`src/rtl/trace_player_pkg.sv`:
```
// -----------------------------------------------------------------------------
// trace_player_pkg
//   Shared types and constants for the trace player controller.
//   - state_e         : playback FSM states (IDLE, RUN, DONE)
//   - NUM_CH, DEPTH   : default channel count and steps per trace
//   - STEP_W, LEN_W   : step index width and playback-length width
//   - CH_A..CH_D      : bit positions of the A..D channels in a pattern word
// -----------------------------------------------------------------------------
package trace_player_pkg;

  localparam int NUM_CH = 4;
  localparam int DEPTH  = 32;
  localparam int STEP_W = $clog2(DEPTH);
  localparam int LEN_W  = STEP_W + 1;

  localparam int CH_A = 3;
  localparam int CH_B = 2;
  localparam int CH_C = 1;
  localparam int CH_D = 0;

  typedef enum logic [1:0] {
    IDLE = 2'd0,
    RUN  = 2'd1,
    DONE = 2'd2
  } state_e;

endpackage

```
`src/rtl/trace_mem.sv`:
```
// -----------------------------------------------------------------------------
// trace_mem
//   D x W pattern register file: one write port, one registered read port,
//   asynchronous clear of every word on reset.
//   Ports:
//     clock, reset      : clock and asynchronous active-high clear
//     wr_en/wr_addr/wr_data : write port
//     rd_en             : load rd_data from rd_addr on this edge
//     rd_clr            : force rd_data to 0 on this edge (has priority)
//     rd_addr           : read address
//     rd_data           : registered read data (holds when neither strobe set)
//   A write and a read of the same word on one edge return the old word.
// -----------------------------------------------------------------------------
module trace_mem
  import trace_player_pkg::*;
#(
  parameter int W  = NUM_CH,
  parameter int D  = DEPTH,
  parameter int AW = $clog2(D)
) (
  input  logic          clock,
  input  logic          reset,
  input  logic          wr_en,
  input  logic [AW-1:0] wr_addr,
  input  logic [W-1:0]  wr_data,
  input  logic          rd_en,
  input  logic          rd_clr,
  input  logic [AW-1:0] rd_addr,
  output logic [W-1:0]  rd_data
);

  logic [W-1:0] rows_w [D];
  logic [W-1:0] rd_data_q;

  // One clearable register per word; the row flops live in their own block.
  for (genvar gi = 0; gi < D; gi++) begin : g_row
    logic [W-1:0] row_q;
    always_ff @(posedge clock or posedge reset) begin
      if (reset) begin
        row_q <= '0;
      end else if (wr_en && (wr_addr == AW'(gi))) begin
        row_q <= wr_data;
      end
    end
    assign rows_w[gi] = row_q;
  end

  always_ff @(posedge clock or posedge reset) begin
    if (reset) begin
      rd_data_q <= '0;
    end else if (rd_clr) begin
      rd_data_q <= '0;
    end else if (rd_en) begin
      rd_data_q <= rows_w[rd_addr];
    end
  end

  assign rd_data = rd_data_q;

endmodule

```
`src/rtl/trace_player_ctrl.sv`:
```
// -----------------------------------------------------------------------------
// trace_player_ctrl
//   Plays a loadable NUM_CH x DEPTH pattern out one step per clock on A..D.
//   Ports:
//     clock, reset          : clock, asynchronous active-high reset
//     wr_en/wr_addr/wr_data : pattern write (bit3=A, bit2=B, bit1=C, bit0=D)
//     len                   : playback length, sampled on an accepted start
//     start, stop           : single-cycle start / abort requests
//     loop                  : wrap-around enable (only with TRACE_PLAYER_LOOP_EN)
//     A, B, C, D            : registered trace outputs
//     step                  : index of the step currently on A..D
//     busy, done            : registered RUN / DONE indicators
//   Optional feature macro: TRACE_PLAYER_LOOP_EN (adds the loop port; with
//   loop=1 playback wraps to step 0 instead of ending in DONE).
//
//   DONE is entered on the same edge that presents the last step, so done
//   rises together with step L-1 (done=1 from cycle k+L for a start at k).
// -----------------------------------------------------------------------------
module trace_player_ctrl #(
  parameter int NUM_CH = trace_player_pkg::NUM_CH,
  parameter int DEPTH  = trace_player_pkg::DEPTH
) (
  input  logic                       clock,
  input  logic                       reset,
  input  logic                       wr_en,
  input  logic [$clog2(DEPTH)-1:0]   wr_addr,
  input  logic [NUM_CH-1:0]          wr_data,
  input  logic [$clog2(DEPTH):0]     len,
  input  logic                       start,
  input  logic                       stop,
`ifdef TRACE_PLAYER_LOOP_EN
  input  logic                       loop,
`endif
  output logic                       A,
  output logic                       B,
  output logic                       C,
  output logic                       D,
  output logic [$clog2(DEPTH)-1:0]   step,
  output logic                       busy,
  output logic                       done
);
  import trace_player_pkg::*;

  localparam int SW = $clog2(DEPTH);
  localparam int LW = SW + 1;

  state_e        state_q, state_d;
  logic [SW-1:0] step_q, step_d;
  logic [LW-1:0] len_q, len_d;
  logic          busy_q, done_q;

  logic          loop_w;
  logic          rd_en, rd_clr;
  logic [SW-1:0] rd_addr;
  logic [NUM_CH-1:0] rd_data;

  logic          accept;
  logic [LW-1:0] len_clamped;
  logic [LW-1:0] step_ext;
  logic          at_last;
  logic          next_is_last;

`ifdef TRACE_PLAYER_LOOP_EN
  assign loop_w = loop;
`else
  assign loop_w = 1'b0;
`endif

  assign accept   = start && !stop && (state_q != RUN);
  assign step_ext = {1'b0, step_q};
  // Compare in the wider length domain so L = DEPTH needs no special case.
  assign at_last      = ((step_ext + LW'(1)) == len_q);
  assign next_is_last = ((step_ext + LW'(2)) == len_q);

  always_comb begin
    len_clamped = len;
    if (len == '0) begin
      len_clamped = LW'(1);
    end else if (len > LW'(DEPTH)) begin
      len_clamped = LW'(DEPTH);
    end
  end

  always_comb begin
    state_d = state_q;
    step_d  = step_q;
    len_d   = len_q;
    rd_en   = 1'b0;
    rd_clr  = 1'b0;

    if (stop && (state_q != IDLE)) begin
      state_d = IDLE;
      step_d  = '0;
      rd_clr  = 1'b1;
    end else if (accept) begin
      len_d   = len_clamped;
      step_d  = '0;
      rd_en   = 1'b1;
      state_d = ((len_clamped == LW'(1)) && !loop_w) ? DONE : RUN;
    end else begin
      case (state_q)
        IDLE: rd_clr = 1'b1;
        RUN: begin
          if (at_last) begin
            // Only reachable while looping: either wrap or settle in DONE.
            if (loop_w) begin
              step_d = '0;
              rd_en  = 1'b1;
            end else begin
              state_d = DONE;
            end
          end else begin
            step_d = step_q + SW'(1);
            rd_en  = 1'b1;
            if (next_is_last && !loop_w) begin
              state_d = DONE;
            end
          end
        end
        DONE:    ;
        default: state_d = IDLE;
      endcase
    end
  end

  assign rd_addr = step_d;

  always_ff @(posedge clock or posedge reset) begin
    if (reset) begin
      state_q <= IDLE;
      step_q  <= '0;
      len_q   <= LW'(DEPTH);
      busy_q  <= 1'b0;
      done_q  <= 1'b0;
    end else begin
      state_q <= state_d;
      step_q  <= step_d;
      len_q   <= len_d;
      busy_q  <= (state_d == RUN);
      done_q  <= (state_d == DONE);
    end
  end

  // The memory's registered read port doubles as the A..D output register.
  trace_mem #(
    .W (NUM_CH),
    .D (DEPTH),
    .AW(SW)
  ) u_mem (
    .clock  (clock),
    .reset  (reset),
    .wr_en  (wr_en),
    .wr_addr(wr_addr),
    .wr_data(wr_data),
    .rd_en  (rd_en),
    .rd_clr (rd_clr),
    .rd_addr(rd_addr),
    .rd_data(rd_data)
  );

  assign A    = rd_data[CH_A];
  assign B    = rd_data[CH_B];
  assign C    = rd_data[CH_C];
  assign D    = rd_data[CH_D];
  assign step = step_q;
  assign busy = busy_q;
  assign done = done_q;

endmodule

```
`config.mk`:
```
export PLATFORM = sky130hd
export DESIGN_NAME = trace_player_ctrl
export DESIGN_NICKNAME = d
export VERILOG_FILES = /design/src/rtl/trace_player_pkg.sv /design/src/rtl/trace_mem.sv /design/src/rtl/trace_player_ctrl.sv
export SDC_FILE = /design/constraint.sdc
export NUM_CORES = 1
export LEC_CHECK = 0
export ABC_AREA = 1
export BUFFER_PORTS_ARGS = -buffer_cell sky130_fd_sc_hd__buf_2
export CAP_MARGIN = 20
export CORE_MARGIN = 10
export CORE_UTILIZATION = 50
export CTS_CLUSTER_DIAMETER = 100
export CTS_CLUSTER_SIZE = 40
export DETAILED_ROUTE_END_ITERATION = 16
export PLACE_DENSITY_LB_ADDON = 0.08
export SETUP_SLACK_MARGIN = 0.05
export SYNTH_ARGS = -nofsm -noshare
export SYNTH_HDL_FRONTEND = slang
export SYNTH_HIERARCHICAL = 1
export SYNTH_SLANG_ARGS = --single-unit
```
`constraint.sdc`:
```
create_clock -name clock -period 9.83 [get_ports clock]
set_input_delay 1.966 -clock clock [delete_from_list [all_inputs] [get_ports clock]]
set_output_delay 1.966 -clock clock [all_outputs]
set_load 0.05 [all_outputs]
```
==> out/summary.md <==
The flow ran to the end, and the final reports show no timing, DRC or antenna violations. Power comes to 2455 µW. The Yosys step of the flow raised 6 warnings. The via-per-instance ratio works out to 5.489. TritonCTS built the clock tree. In this design, the stage delay of the slowest critical-path cell is 770 ps. The congestion estimate from routability-driven global placement came to 0.8468. The instance count of the mapped netlist was 919. The chip width was 139.3 µm; the count of inserted antenna diode cells was 0. The post-synthesis simple-gate area fraction is 31.68%, and the signal arrival time at the worst endpoint is 4400 ps. Maximum frequency from static timing analysis: 0.2474 GHz.

The tools report the required time of the critical path as 10190 ps. The initial antenna violation count came out at 0. Summing the areas of all fa, ha and maj instances in the mapped netlist gives 0.3518% of the synthesized area. Gates resized during post-CTS repair numbered 0.

The global router's overall resource usage is 19.84%. The tools report the reg-to-reg endpoint as u_mem/rd_data[3]. Registers take 3680 µm². The DRC violations left was 0; the net switching fraction of the power was 41.11%. The post-layout minimum cycle time is 4042 ps, and the number of search-and-repair iterations in the first detailed-routing pass is 5. Path depth of the worst reg2reg path: 19. The clock-pin slew on the worst setup and hold paths works out to 60 ps. For the sum of routed wire length over all layers, the log shows 18990 µm. The worst hold path begins at u_mem/g_row[9].row_q[2]. For the number of pins with negative max-slew slack in the final report, the log shows 0. The critical path goes through buf_2 > inv_1 > nand2_1 > nor2_2 > nor2_1 > inv_1 > a21oi_4 > inv_2 > nand2_1 > nand3_1 > nand3_1 > nand2_1 > nand2_1 > nand3_1 > nand3_1 > nand2_1.

Clock tree synthesis found a total of 147 sinks. In the final routed layout, each cell accounts on average for 16.77 µm. By startpoint and endpoint, the worst setup path is classified as primary input to flip-flop. The layer flagged by global routing as most heavily used is met2.

The cell sitting at the root of the clock tree is a sky130_fd_sc_hd__clkbuf_16. In the final timing run, aggregate negative setup slack is 0 ps. The chip height came out at 139.3 µm.

The logs give 31 for the I/O pin count and 6022 for the via count of the first global-routing pass. When the netlist entered floorplanning its net count stood at 941. The count of max-cap constraint violations was 0. The residual overflow from global routing is 0. The post-synthesis average cell area was 7.740 µm²; the xor/xnor share of the synthesized area was 0.8619%. Counting stages on the worst path, the most repeated cell is sky130_fd_sc_hd__nand2_1. For this run, global-route usage on met3 was measured as 4.491%. The sequential fraction of design power came out at 33.6%.

Setup repair after global routing left no endpoint under its margin. The flop and latch count out of synthesis is 147. The logs give 420 ps for the insertion delay of the later-clocked pin in the worst-skew pair and 646 for the violation count after the first detailed-route iteration. The type of the most critical hold path is flip-flop to flip-flop. The power spent charging and discharging nets was 1009 µW; the post-synthesis compound-gate area fraction was 9.974%. The remaining antenna violation count after routing was 0; the share of the cycle needed by the critical path after routing was 41.12%.

The max-slew headroom at the worst pin is 27.77%, and the count of standard-cell rows is 43. Detailed placement finished with a half-perimeter wire length of 12610 µm. The leakage power is 0.003866 µW. The internal portion of the total power is 1446 µW. The cell with the largest stage delay on the worst path is sky130_fd_sc_hd__inv_2. The number of levels in the clock H-tree came out at 4. Share of cell area taken by muxes after synthesis: 0%. By area, the combinational part of the netlist is dominated by simple AND/OR/NAND/NOR gates.

For the post-CTS setup buffer count, the log shows 0. In the final design database the tool counted 961 nets. The worst setup path is captured at a flip-flop. The relative contribution of combinational cells to total power was 39.2%; the number of library cell types mapped by synthesis was 27. Along the worst hold path, the cell count comes to 2. For the post-synthesis cell area, the log shows 7113 µm². The wire length of the first global-routing pass is 31510 µm, and the area of the multi-input gates is 3059 µm². On the final layout, the worst clock skew is 4.656 ps.

The number of hold-repair buffers added at the cts stage was 0; the count of buffers inserted at the top-level ports was 30. Once the floorplan was initialized, standard cells occupied 51.05% of the core. The final-layout fill cell count was 1287. The run gives 0 as the final hold violation count. The clock passes through at most 2 buffers. From synthesis to final layout, the design area changed by 12.37%. The worst-margin pin slew was 1082 ps; the sequential element share of the synthesized area was 51.73%.

VDD sags by at most 0.0001898 V. The met1 usage came out at 26.59%. Clock buffer count from CTS: 17. The worst setup path is launched from a primary input. Entering global routing, the biggest net connects 78 pins.

The setup check on the worst reg-to-reg path leaves a slack of 6580 ps. The worst register-to-register path begins at step[0]. The met2 usage was 30.83%. For this design the ratio of total power to cell area is 307.2 nW/µm². The final-report setup violation count is 0. Per report_power, the clock group accounts for 27.3% of the total. The tools report the placeable core region as 13930 µm². For hold timing, the worst endpoint is u_mem/g_row[9].row_q[2]. The largest fanout on the critical path was 64; the total via count after detailed routing was 6214. The die covers 19400 µm².

Of the cells placed in the final design, the portion with a size suffix greater than 1 is 9.454%.
==> cell usage after synthesis <==
cell                       count  area share (%)
sky130_fd_sc_hd__a21oi_2       1            0.12
sky130_fd_sc_hd__nand2_1     378              20
sky130_fd_sc_hd__buf_6         7             1.1
sky130_fd_sc_hd__inv_1        38             2.0
sky130_fd_sc_hd__nand2_4       1            0.16
sky130_fd_sc_hd__nand2_2       3            0.26
sky130_fd_sc_hd__clkinv_1      1           0.053
sky130_fd_sc_hd__nand4_1       1           0.088
sky130_fd_sc_hd__ha_1          2            0.35
sky130_fd_sc_hd__buf_4         4            0.42
sky130_fd_sc_hd__o21ai_0     131             9.2
sky130_fd_sc_hd__nor2_4        3            0.47
sky130_fd_sc_hd__dfstp_2       1            0.37
sky130_fd_sc_hd__inv_2         3            0.16
sky130_fd_sc_hd__dfrtp_1     146              51
sky130_fd_sc_hd__xor2_1        5            0.62
sky130_fd_sc_hd__buf_2        13            0.91
sky130_fd_sc_hd__clkbuf_1     14            0.74
sky130_fd_sc_hd__a21oi_1       5            0.35
sky130_fd_sc_hd__o22ai_1       2            0.18
sky130_fd_sc_hd__o31ai_1       1            0.11
sky130_fd_sc_hd__nand3_1     116             8.2
sky130_fd_sc_hd__nand3_2       1            0.14
sky130_fd_sc_hd__xnor2_1       2            0.25
sky130_fd_sc_hd__nand3_4       1            0.25
sky130_fd_sc_hd__nor2_1       35             1.8
sky130_fd_sc_hd__nor2_2        4            0.35
==> power groups by stage <==
| stage | combinational, µW | sequential [µW] | clock [µW] |
|---|---|---|---|
| after floorplan | 710 | 857 | 0 |
| after global placement | 924 | 831 | 0 |
| after detailed placement | 938 | 831 | 0 |
| after CTS | 942 | 823 | 677 |
| after global routing | 1080 | 840 | 709 |
| final | 961 | 825 | 669 |
==> layer usage <==
layer	vias to the layer above	share of wire, %	wire length [µm]
met5	-	0	0
met4	0	1.8	336
met3	23	5.6	1067
met2	171	47	8865
met1	3004	46	8716
li1	3016	-	-
==> how the worst max path moves through the flow <==
| stage | depth (start not counted) | slack, ps | start | end |
|---|---|---|---|---|
| detailed placement | 15 | 5350 | stop | u_mem/rd_data[3] |
| global route | 16 | 5510 | stop | u_mem/rd_data[3] |
| finish | 16 | 5790 | stop | u_mem/rd_data[3] |
| global placement | 15 | 5420 | stop | u_mem/rd_data[3] |
| floorplan | 1 | 4340 | reset | u_mem/g_row[0].row_q[0] |
| CTS | 15 | 5790 | stop | u_mem/rd_data[3] |
==> critical path, delay by kind of cell <==
family | cells | cell delay (ps)
and+or+nand+nor | 11 | 1320
buffers and inverters | 4 | 1050
AOI/OAI and AO/OA | 1 | 40
==> kinds of logic after synthesis <==
| group | count (synthesis) |
|---|---|
| adder cells (fa/ha/maj) | 2 |
| flip-flops | 147 |
| AO/OA/AOI/OAI | 140 |
| buffers and inverters | 80 |
| XOR/XNOR | 7 |
| AND/OR/NAND/NOR | 543 |
==> area by class of cell <==
class	count	share of cell area [%]
tap	180	2.818
clock buffer	20	5.714
multi-input combinational	692	38.27
inverter	42	2.004
timing repair buffer	39	3.225
clock inverter	12	1.925
sequential	147	46.04
==> stage by stage <==
stage	worst slack, ps	cells	hold WS (ps)	util, %	area [µm²]
6_report	5788	1132	486.1	57.36	7993
3_5_place_dp	5350	1098	472.7	52.58	7327
4_1_cts	5785	1130	488.2	56.96	7938
2_1_floorplan	4338	919	452.9	-	7113
3_3_place_gp	5424	1098	465.9	52.58	7327
5_1_grt	5508	1132	502.3	57.36	7993
==> cells in the final DEF (no fill, tap or decap), types with 5 or more instances in the layout <==
cell type	instances
sky130_fd_sc_hd__nor2_2	5
sky130_fd_sc_hd__inv_1	37
sky130_fd_sc_hd__nor2_1	34
sky130_fd_sc_hd__nand3_1	116
sky130_fd_sc_hd__dfrtp_1	146
sky130_fd_sc_hd__buf_2	30
sky130_fd_sc_hd__o21ai_0	131
sky130_fd_sc_hd__a21oi_1	5
sky130_fd_sc_hd__clkbuf_16	17
sky130_fd_sc_hd__xor2_1	5
sky130_fd_sc_hd__buf_4	7
sky130_fd_sc_hd__nand2_1	378
==> state kept, by name (all words and copies together) (netlist names) <==
name               count
len_q                  6
u_mem/g_row.row_q    128
step                   5
busy                   1
done                   1
state_q                2
u_mem/rd_data          4
Note: power is estimated with default switching activity, not from simulation.
